## config.mk

```make
export PLATFORM = sky130hd
export DESIGN_NAME = id_stage
export DESIGN_NICKNAME = d
export VERILOG_FILES = /design/src/rtl/toothless_pkg.sv /design/src/rtl/id_decoder.sv /design/src/rtl/id_stage.sv
export SDC_FILE = /design/constraint.sdc
export NUM_CORES = 1
export LEC_CHECK = 0
export CORE_MARGIN = 3
export CORE_UTILIZATION = 45
export CTS_BUF_LIST = sky130_fd_sc_hd__clkbuf_8
export DETAILED_ROUTE_END_ITERATION = 10
export GPL_TIMING_DRIVEN = 0
export PLACE_DENSITY = 0.81
export SYNTH_ARGS = -nofsm -noshare
export SYNTH_HDL_FRONTEND = slang
export SYNTH_SLANG_ARGS = --single-unit
```

## constraint.sdc

```tcl
create_clock -name clk -period 1.8 [get_ports clk]
set_input_delay 0.36 -clock clk [delete_from_list [all_inputs] [get_ports clk]]
set_output_delay 0.36 -clock clk [all_outputs]
set_load 0.05 [all_outputs]
```

## src/rtl/toothless_pkg.sv

```systemverilog
// Shared types and RV32I encoding constants for the toothless core.
package toothless_pkg;

  localparam int unsigned XLEN    = 32;
  localparam int unsigned REG_AW  = 5;

  typedef enum logic [3:0] {
    ALU_ADD  = 4'd0,
    ALU_SUB  = 4'd1,
    ALU_AND  = 4'd2,
    ALU_OR   = 4'd3,
    ALU_XOR  = 4'd4,
    ALU_SLL  = 4'd5,
    ALU_SRL  = 4'd6,
    ALU_SRA  = 4'd7,
    ALU_SLT  = 4'd8,
    ALU_SLTU = 4'd9,
    ALU_EQ   = 4'd10,
    ALU_NE   = 4'd11,
    ALU_GES  = 4'd12,
    ALU_GEU  = 4'd13
  } alu_opcode_e;

  localparam logic [6:0] OPC_OP     = 7'b0110011;
  localparam logic [6:0] OPC_OP_IMM = 7'b0010011;
  localparam logic [6:0] OPC_LUI    = 7'b0110111;
  localparam logic [6:0] OPC_AUIPC  = 7'b0010111;
  localparam logic [6:0] OPC_BRANCH = 7'b1100011;

  localparam logic [2:0] F3_ADD_SUB = 3'd0;
  localparam logic [2:0] F3_SLL     = 3'd1;
  localparam logic [2:0] F3_SLT     = 3'd2;
  localparam logic [2:0] F3_SLTU    = 3'd3;
  localparam logic [2:0] F3_XOR     = 3'd4;
  localparam logic [2:0] F3_SRL_SRA = 3'd5;
  localparam logic [2:0] F3_OR      = 3'd6;
  localparam logic [2:0] F3_AND     = 3'd7;

  localparam logic [2:0] F3_BEQ  = 3'd0;
  localparam logic [2:0] F3_BNE  = 3'd1;
  localparam logic [2:0] F3_BLT  = 3'd4;
  localparam logic [2:0] F3_BGE  = 3'd5;
  localparam logic [2:0] F3_BLTU = 3'd6;
  localparam logic [2:0] F3_BGEU = 3'd7;

  localparam logic [6:0] F7_BASE = 7'h00;
  localparam logic [6:0] F7_ALT  = 7'h20;

  typedef enum logic [1:0] {IMM_I, IMM_SHAMT, IMM_U, IMM_B} imm_sel_e;
  typedef enum logic [1:0] {OPA_RS1, OPA_ZERO, OPA_PC} op_a_sel_e;
  typedef enum logic [1:0] {OPB_RS2, OPB_RS2_SHAMT, OPB_IMM} op_b_sel_e;

  typedef struct packed {
    alu_opcode_e op;
    op_a_sel_e   a_sel;
    op_b_sel_e   b_sel;
    imm_sel_e    imm_sel;
    logic        rd_we;
    logic        branch;
    logic        illegal;
  } id_dec_t;

endpackage

```

## src/rtl/id_decoder.sv

```systemverilog
// Combinational RV32I decoder: operator, operand selects, immediates and legality.
module id_decoder
  import toothless_pkg::*;
(
  input  logic [XLEN-1:0] i_instr,
  output id_dec_t         o_dec,
  output logic [XLEN-1:0] o_imm,
  output logic [XLEN-1:0] o_imm_b
);

  logic [6:0]      w_opc;
  logic [2:0]      w_f3;
  logic [6:0]      w_f7;
  logic            w_rd_nz;
  logic [XLEN-1:0] w_imm_i;
  logic [XLEN-1:0] w_imm_u;
  logic [XLEN-1:0] w_imm_sh;

  assign w_opc    = i_instr[6:0];
  assign w_f3     = i_instr[14:12];
  assign w_f7     = i_instr[31:25];
  assign w_rd_nz  = (i_instr[11:7] != 5'd0);
  assign w_imm_i  = {{20{i_instr[31]}}, i_instr[31:20]};
  assign w_imm_u  = {i_instr[31:12], 12'b0};
  assign w_imm_sh = {27'b0, i_instr[24:20]};
  assign o_imm_b  = {{19{i_instr[31]}}, i_instr[31], i_instr[7], i_instr[30:25],
                     i_instr[11:8], 1'b0};

  // Shared funct3 -> operator table for OP and OP-IMM; SUB/SRA patched by caller
  function automatic alu_opcode_e arith_op(input logic [2:0] f3);
    case (f3)
      F3_ADD_SUB: arith_op = ALU_ADD;
      F3_SLL:     arith_op = ALU_SLL;
      F3_SLT:     arith_op = ALU_SLT;
      F3_SLTU:    arith_op = ALU_SLTU;
      F3_XOR:     arith_op = ALU_XOR;
      F3_SRL_SRA: arith_op = ALU_SRL;
      F3_OR:      arith_op = ALU_OR;
      default:    arith_op = ALU_AND;
    endcase
  endfunction

  always_comb begin
    o_dec         = '0;
    o_dec.op      = ALU_ADD;
    o_dec.a_sel   = OPA_RS1;
    o_dec.b_sel   = OPB_RS2;
    o_dec.imm_sel = IMM_I;
    case (w_opc)
      OPC_OP: begin
        o_dec.op    = arith_op(w_f3);
        o_dec.rd_we = w_rd_nz;
        if (w_f3 == F3_SLL || w_f3 == F3_SRL_SRA) o_dec.b_sel = OPB_RS2_SHAMT;
        if (w_f7 == F7_ALT) begin
          if (w_f3 == F3_ADD_SUB)      o_dec.op = ALU_SUB;
          else if (w_f3 == F3_SRL_SRA) o_dec.op = ALU_SRA;
          else                         o_dec.illegal = 1'b1;
        end else if (w_f7 != F7_BASE) begin
          o_dec.illegal = 1'b1;
        end
      end
      OPC_OP_IMM: begin
        o_dec.op    = arith_op(w_f3);
        o_dec.b_sel = OPB_IMM;
        o_dec.rd_we = w_rd_nz;
        if (w_f3 == F3_SLL) begin
          o_dec.imm_sel = IMM_SHAMT;
          if (w_f7 != F7_BASE) o_dec.illegal = 1'b1;
        end else if (w_f3 == F3_SRL_SRA) begin
          o_dec.imm_sel = IMM_SHAMT;
          if (w_f7 == F7_ALT)       o_dec.op = ALU_SRA;
          else if (w_f7 != F7_BASE) o_dec.illegal = 1'b1;
        end
      end
      OPC_LUI, OPC_AUIPC: begin
        o_dec.a_sel   = (w_opc == OPC_LUI) ? OPA_ZERO : OPA_PC;
        o_dec.b_sel   = OPB_IMM;
        o_dec.imm_sel = IMM_U;
        o_dec.rd_we   = w_rd_nz;
      end
      OPC_BRANCH: begin
        o_dec.branch  = 1'b1;
        o_dec.imm_sel = IMM_B;
        case (w_f3)
          F3_BEQ:  o_dec.op = ALU_EQ;
          F3_BNE:  o_dec.op = ALU_NE;
          F3_BLT:  o_dec.op = ALU_SLT;
          F3_BGE:  o_dec.op = ALU_GES;
          F3_BLTU: o_dec.op = ALU_SLTU;
          F3_BGEU: o_dec.op = ALU_GEU;
          default: o_dec.illegal = 1'b1;
        endcase
      end
      default: o_dec.illegal = 1'b1;
    endcase
    // Illegal instructions flow through as a harmless no-write ADD
    if (o_dec.illegal) begin
      o_dec.op     = ALU_ADD;
      o_dec.rd_we  = 1'b0;
      o_dec.branch = 1'b0;
    end
  end

  always_comb begin
    o_imm = w_imm_i;
    case (o_dec.imm_sel)
      IMM_SHAMT: o_imm = w_imm_sh;
      IMM_U:     o_imm = w_imm_u;
      IMM_B:     o_imm = o_imm_b;
      default:   o_imm = w_imm_i;
    endcase
  end

endmodule

```

## src/rtl/id_stage.sv

```systemverilog
// Decode stage: valid/ready intake, operand selection and one-slot register toward execute.
module id_stage
  import toothless_pkg::*;
#(
  parameter int unsigned DATA_WIDTH     = 32,
  parameter int unsigned REG_ADDR_WIDTH = 5
) (
  input  logic                      clk,
  input  logic                      rst_n,
  input  logic                      instr_valid_i,
  output logic                      instr_ready_o,
  input  logic [DATA_WIDTH-1:0]     instr_i,
  input  logic [DATA_WIDTH-1:0]     pc_i,
  output logic [REG_ADDR_WIDTH-1:0] rs1_addr_o,
  output logic [REG_ADDR_WIDTH-1:0] rs2_addr_o,
  input  logic [DATA_WIDTH-1:0]     rs1_data_i,
  input  logic [DATA_WIDTH-1:0]     rs2_data_i,
  input  logic                      flush_i,
  output logic                      ex_valid_o,
  input  logic                      ex_ready_i,
  output alu_opcode_e               alu_operator_o,
  output logic [DATA_WIDTH-1:0]     alu_operand_a_o,
  output logic [DATA_WIDTH-1:0]     alu_operand_b_o,
  output logic [REG_ADDR_WIDTH-1:0] rd_addr_o,
  output logic                      rd_we_o,
  output logic                      branch_o,
  output logic [DATA_WIDTH-1:0]     branch_target_o,
  output logic                      illegal_instr_o
);

  id_dec_t               w_dec;
  logic [DATA_WIDTH-1:0] w_imm;
  logic [DATA_WIDTH-1:0] w_imm_b;
  logic [DATA_WIDTH-1:0] w_op_a;
  logic [DATA_WIDTH-1:0] w_op_b;
  logic                  w_accept;

  logic                      r_valid;
  alu_opcode_e               r_op;
  logic [DATA_WIDTH-1:0]     r_op_a;
  logic [DATA_WIDTH-1:0]     r_op_b;
  logic [REG_ADDR_WIDTH-1:0] r_rd;
  logic                      r_rd_we;
  logic                      r_branch;
  logic [DATA_WIDTH-1:0]     r_target;
  logic                      r_illegal;

  id_decoder u_dec (
    .i_instr (instr_i),
    .o_dec   (w_dec),
    .o_imm   (w_imm),
    .o_imm_b (w_imm_b)
  );

  assign rs1_addr_o    = REG_ADDR_WIDTH'(instr_i[19:15]);
  assign rs2_addr_o    = REG_ADDR_WIDTH'(instr_i[24:20]);
  assign instr_ready_o = !r_valid || ex_ready_i;
  assign w_accept      = instr_valid_i && instr_ready_o;

  always_comb begin
    w_op_a = rs1_data_i;
    w_op_b = rs2_data_i;
    case (w_dec.a_sel)
      OPA_ZERO: w_op_a = '0;
      OPA_PC:   w_op_a = pc_i;
      default:  w_op_a = rs1_data_i;
    endcase
    case (w_dec.b_sel)
      OPB_RS2_SHAMT: w_op_b = {{(DATA_WIDTH-5){1'b0}}, rs2_data_i[4:0]};
      OPB_IMM:       w_op_b = w_imm;
      default:       w_op_b = rs2_data_i;
    endcase
  end

  // Flush wins over accept; payload only moves on a surviving accept so a stalled slot holds
  always_ff @(posedge clk or negedge rst_n) begin
    if (!rst_n) begin
      r_valid   <= 1'b0;
      r_op      <= ALU_ADD;
      r_op_a    <= '0;
      r_op_b    <= '0;
      r_rd      <= '0;
      r_rd_we   <= 1'b0;
      r_branch  <= 1'b0;
      r_target  <= '0;
      r_illegal <= 1'b0;
    end else begin
      if (flush_i)         r_valid <= 1'b0;
      else if (w_accept)   r_valid <= 1'b1;
      else if (ex_ready_i) r_valid <= 1'b0;
      if (w_accept && !flush_i) begin
        r_op      <= w_dec.op;
        r_op_a    <= w_op_a;
        r_op_b    <= w_op_b;
        r_rd      <= REG_ADDR_WIDTH'(instr_i[11:7]);
        r_rd_we   <= w_dec.rd_we;
        r_branch  <= w_dec.branch;
        r_target  <= pc_i + w_imm_b;
        r_illegal <= w_dec.illegal;
      end
    end
  end

  assign ex_valid_o      = r_valid;
  assign alu_operator_o  = r_op;
  assign alu_operand_a_o = r_op_a;
  assign alu_operand_b_o = r_op_b;
  assign rd_addr_o       = r_rd;
  assign rd_we_o         = r_rd_we;
  assign branch_o        = r_branch;
  assign branch_target_o = r_target;
  assign illegal_instr_o = r_illegal;

endmodule

```

* Word level (Yosys, flattened, before mapping)
Cells that the tools add are included.
** Storage, ports and cells
- Register bits :: 109
- Input bits :: 133
- Output and inout port bits :: 120
- Word-level logic and storage cells :: 79
** Operators by class
- $add $sub $neg :: 1
- Equal/unequal tests :: 20
- Mux-type cells :: 35
- Reduce and logical (&&, ||, !) cells :: 14
** Operators with widths (number)
- one-hot mux 32 bit (2 select lines) :: 2
- one-hot mux 32 bit (3 select lines) :: 1
- adder 32 bit :: 1
- 2-to-1 mux 4 bit :: 7
- one-hot mux 4 bit (7 select lines) :: 1
- one-hot mux 4 bit (6 select lines) :: 1
- == test 7 x 6 -> 1 bit (second input constant) :: 3
- 2-to-1 mux 1 bit :: 15
- == test 7 x 5 -> 1 bit (second input constant) :: 2
- == test 3 bit (second input constant) :: 4
- one-hot mux 4 bit (3 select lines) :: 1
- == test 2 bit (second input constant) :: 4
- 2-to-1 mux 2 bit :: 4
- == test 7 bit (second input constant) :: 1
- nonzero test 7 bit :: 1
- == test 2 x 1 -> 1 bit (second input constant) :: 3
- == test 3 x 2 -> 1 bit (second input constant) :: 2
- one-hot mux 2 bit (3 select lines) :: 1
- OR reduction 6 bit :: 1
- nonzero test 5 bit :: 1
- one-hot mux 1 bit (4 select lines) :: 1
- one-hot mux 2 bit (2 select lines) :: 1
- OR reduction 4 bit :: 1
- == test 3 x 1 -> 1 bit (second input constant) :: 1
- 7 further kinds :: 10

* Logic depth before layout (Yosys ltp)
- Depth after elaboration :: 7
- Depth in mapped cells :: 12

* By module
From an unflattened synthesis, not the netlist that was laid out.
** Second synthesis, totals
- Cell total of the unflattened synthesis :: 864
- Area, all modules :: 7277.0 um^2
** Modules (own cells, without submodules)
- id_stage :: times used 1, cells an instance 721, area an instance 6322.3 um^2
- id_decoder :: times used 1, cells an instance 143, area an instance 954.7 um^2

* Worst setup path before layout
Ideal clock, no wire load.
- Path kind :: input-to-reg
- From :: in instr_i[3]
- To :: reg r_op_b[10] (netlist: alu_operand_b_o[10])
- Data arrival time :: 2.133 ns
- Data required time :: 1.674 ns
- Path slack :: -0.459 ns
- Stages on the path :: 11
- Path buffers :: 2
- Cell sequence :: and3b_1 and3b_1 nand2_1 ha_1 nand2b_1 clkbuf_1 nor2_1 and2_1 clkbuf_1 a221oi_1 nor2_1
** On the way
- Longest elaborated chain between the ends :: 6
- Elaborated cells between the ends (all ways) :: 16
- Those cells by class :: 10 x eq/ne; 4 x mux; 2 x reduce/logical
** RTL lines
- from (decl) :: line id_stage.sv:12 : input logic [DATA_WIDTH-1:0] instr_i,
- == test 7 x 5 -> 1 bit or == test 7 x 6 -> 1 bit (tied branches) :: line id_decoder.sv:49 : case (w_opc)
- OR reduction 2 bit
- one-hot mux 2 bit (3 select lines) :: line id_decoder.sv:49
- == test 2 bit or == test 2 x 1 -> 1 bit (tied branches) :: line id_decoder.sv:106 : case (o_dec.imm_sel)
- one-hot mux 32 bit (3 select lines) :: line id_decoder.sv:106
- one-hot mux 32 bit (2 select lines) * :: line id_stage.sv:68 : case (w_dec.b_sel)
- to (signal assigned) :: line id_stage.sv:94 : r_op_b <= w_op_b;
- to (decl) :: line id_stage.sv:41 : logic [DATA_WIDTH-1:0] r_op_b;
Every way passes the cells marked *; elsewhere a longest branch is shown, timed or not.
A chain may end at the register's enable or synchronous reset.

* Worst setup path after layout
- From :: in pc_i[1]
- To :: reg r_target[13] (netlist: branch_target_o[13])
** On the way
- Longest elaborated chain between the ends :: 1
** RTL lines
- from (decl) :: line id_stage.sv:13 : input logic [DATA_WIDTH-1:0] pc_i,
- adder 32 bit :: line id_stage.sv:98 : r_target <= pc_i + w_imm_b;
- to (signal assigned) :: line id_stage.sv:98
- to (decl) :: line id_stage.sv:45 : logic [DATA_WIDTH-1:0] r_target;
Every way passes these cells.

==> results.yml <==
yosys:
  synth_edf_count: 0
  synth.avg_cell_area_um2: 8.18
  synth_cell_type_count: 64
  ys.flop_type: "dfrtp_1"
  synthArstFlopShare_pct: 100
  ys_seq_area_share_pct: 40.1
  ys_ff_latch: 109
  yosys_warnings: 0
  syn_inst: 832
  synthesis.area_mm2: 0.00681
  syn_nets: 998
route:
  vias_per_cell: 5.86
  wl_per_cell_um: 20.8
  final_antenna_net_count: 0
  drt-pass1-iter-count: 5
  drcViolationCount: 0
  drtIter0Drc: 704
  routed_wl_um: 28100
  dr_total_vias: 7899
global_route:
  grt_pass1_wl_um: 40100
  grt_max_degree: 58
  grt_antenna_before_repair: 0
  grt_overflow: 0
  grt_pass1_vias: 7500
  grt_usage_pct: 30.8
pwr:
  p_total_mw: 9.11
  power_density_mw_per_mm2: 789
  leakagePower_nw: 5.09
  max-vdd-ir-drop_v: 0.000607
finish:
  nFillCells: 991
  seq_area_mm2: 0.00273
  final_common_cell: "nand2_1"
  multiInputGateArea_mm2: 0.00492
  num-nets-final: 1326
  layout_common_cells: "nand2_1, dlygate4sd2_1, dfrtp_1"
  fin_util_pct: 78.9
  antenna_cells: 0
  drive_gt1_share_pct: 31.7
  area_growth_pct: 69.8
  design_area_mm2: 0.0116
sta:
  whs_ns: -0.00464
  drv_slew: 0
  slew_headroom_pct: 52.2
  setup_ws_ns: -0.141
  hold_viol: 7
  layout_min_cycle_time_ns: 1.94
  rsz0062_at_grt: "true"
  worst_pin_slew_ns: 0.716
  finalSetupTns_ns: -1.04
  period_share_pct: 108
  setup_violations: 23
  clock_skew_ns: 0.00964
  fmax_mhz: 515
critical_path:
  end_kind: "register"
  reg2regPathDepth: 5
  path_class: "in2reg"
  critPathMaxFanout: 4
  cp-start-kind: "input port"
  cp_data_arrival_time_ns: 2.22
  worst_ep_required_time_ns: 2.08
place:
  io_buffers: 248
  routabilityCongestion: 0.913
  dp_hpwl_um: 18700
  place_area_mm2: 0.00991
  dp_slack_ns: -2.00
floorplanning:
  rows: 44
  dieWidth_um: 129
  core_area_mm2: 0.0146
  chipHeight_um: 129
  initial_utilization_pct: 46.5
  dieArea_mm2: 0.0166
  io_pins: 253
clock_network:
  cts_buffer_depth: 2
  cts_max_level: 3
  cts-root-buf: "clkbuf_8"
  clkTransAtPathRegs_ns: 0.11
  cts_buffers: 9
  cts_tree: "yes"
  clock-sinks: 109
  clkLatencyLatePin_ns: 0.41
outcome:
  status: "complete, but fails checks"
  failed_checks: "hold timing, setup timing"
flow_run:
  maxCapViolations: 0
min_path:
  hold_class: "in2async"
-- what timing repair did --
action	CTS	global route
cloned	2	2
resized for setup	420	179
setup buffers	53	20
hold buffers	0	0
pin swaps	90	87
setup endpoints to repair	228	78
-- path summary, 6_finish.rpt --
kind | slack (ns) | endpoint | from
worst min-delay path | -0.005 | alu_operand_a_o[3]$_DFFE_PN0P_ | rst_n
max in group asynchronous | 1.08 | branch_target_o[22]$_DFFE_PN0P_ | rst_n
worst max-delay path | -0.14 | branch_target_o[13]$_DFFE_PN0P_ | pc_i[1]
min in group clk | 0.19 | rd_addr_o[0]$_DFFE_PN0P_ | instr_i[7]
worst max register to register | 0.04 | alu_operand_b_o[10]$_DFFE_PN0P_ | ex_valid_o$_DFFE_PN0P_
worst min register to register | 0.48 | alu_operand_a_o[11]$_DFFE_PN0P_ | alu_operand_a_o[11]$_DFFE_PN0P_
-- area by class of cell --
| type | instances | share of cell area (%) |
|---|---|---|
| Buffer | 61 | 3.58 |
| Tap cell | 184 | 1.99 |
| Clock buffer | 9 | 1.07 |
| Clock inverter | 7 | 0.650 |
| Multi-Input combinational cell | 640 | 42.6 |
| Sequential cell | 109 | 23.6 |
| Timing Repair Buffer | 325 | 26.1 |
| Inverter | 14 | 0.476 |
-- critical path, stage by stage --
cell,delay [ns]
buf_8,0.10
ha_4,0.16
inv_2,0.05
fa_2,0.22
nor2b_4,0.06
o21bai_4,0.15
a211oi_4,0.09
buf_6,0.15
buf_6,0.11
or3_4,0.32
a21oi_2,0.16
xor2_1,0.19
o21ai_1,0.08
-- per-stage QoR --
stage | cells | hold WS [ns]
after floorplan | 832 | 0.0644
after global placement | 1264 | 0.459
after detailed placement | 1265 | 0.447
after CTS | 1329 | 0.0126
after global routing | 1349 | 0.0303
final | 1349 | -0.00464
-- flip-flops by register name, summed over array words and instances (netlist names) --
signal and cells:
illegal_instr_o 1, alu_operator_o 4, rd_addr_o 5, ex_valid_o 1
branch_o 1, alu_operand_b_o 32, rd_we_o 1, alu_operand_a_o 32
branch_target_o 32
-- metal layers --
| layer | share of wire [%] | vias to the layer above | track usage [%] |
|---|---|---|---|
| li1 | - | 3560 | - |
| met1 | 40 | 3846 | 39.8 |
| met2 | 48 | 410 | 50.3 |
| met3 | 8.6 | 83 | 8.72 |
| met4 | 3.4 | 0 | 9.45 |
| met5 | 0 | - | 0 |
-- cell usage after synthesis, types with 11 or more instances --
library cell | instances | area, µm²
ha_1 | 32 | 400
dfrtp_1 | 109 | 2730
nor2_1 | 55 | 206
buf_2 | 11 | 55.1
nand3_1 | 11 | 55.1
a21oi_1 | 115 | 576
nand2_1 | 147 | 552
a21o_1 | 12 | 90.1
buf_4 | 12 | 90.1
o21ai_0 | 101 | 505
clkbuf_1 | 34 | 128
xnor2_1 | 17 | 149
inv_1 | 14 | 52.6
xor2_1 | 12 | 105
nor3b_1 | 33 | 248
-- where the power goes --
group | total (mW) | leakage (nW) | switching [mW] | internal [mW]
combinational | 4.46 | 3.64 | 2.92 | 1.54
clock | 1.61 | 0.0976 | 0.954 | 0.652
sequential | 3.05 | 1.35 | 0.208 | 2.84
total | 9.11 | 5.09 | 4.08 | 5.03
-- cell families (layout without fill, tap and decap cells) --
logic type / Yosys count / after routing / synth area share (%)
flops: 109 / 109 / 40.1
mux: 1 / 1 / 0.165
xor+xnor: 29 / 29 / 3.73
simple gates: 291 / 291 / 19.9
fa+ha+maj: 33 / 33 / 6.18
compound gates: 286 / 286 / 24.3
buf+inv: 83 / 416 / 5.66
No activity file was read; power rests on OpenSTA's default activity.
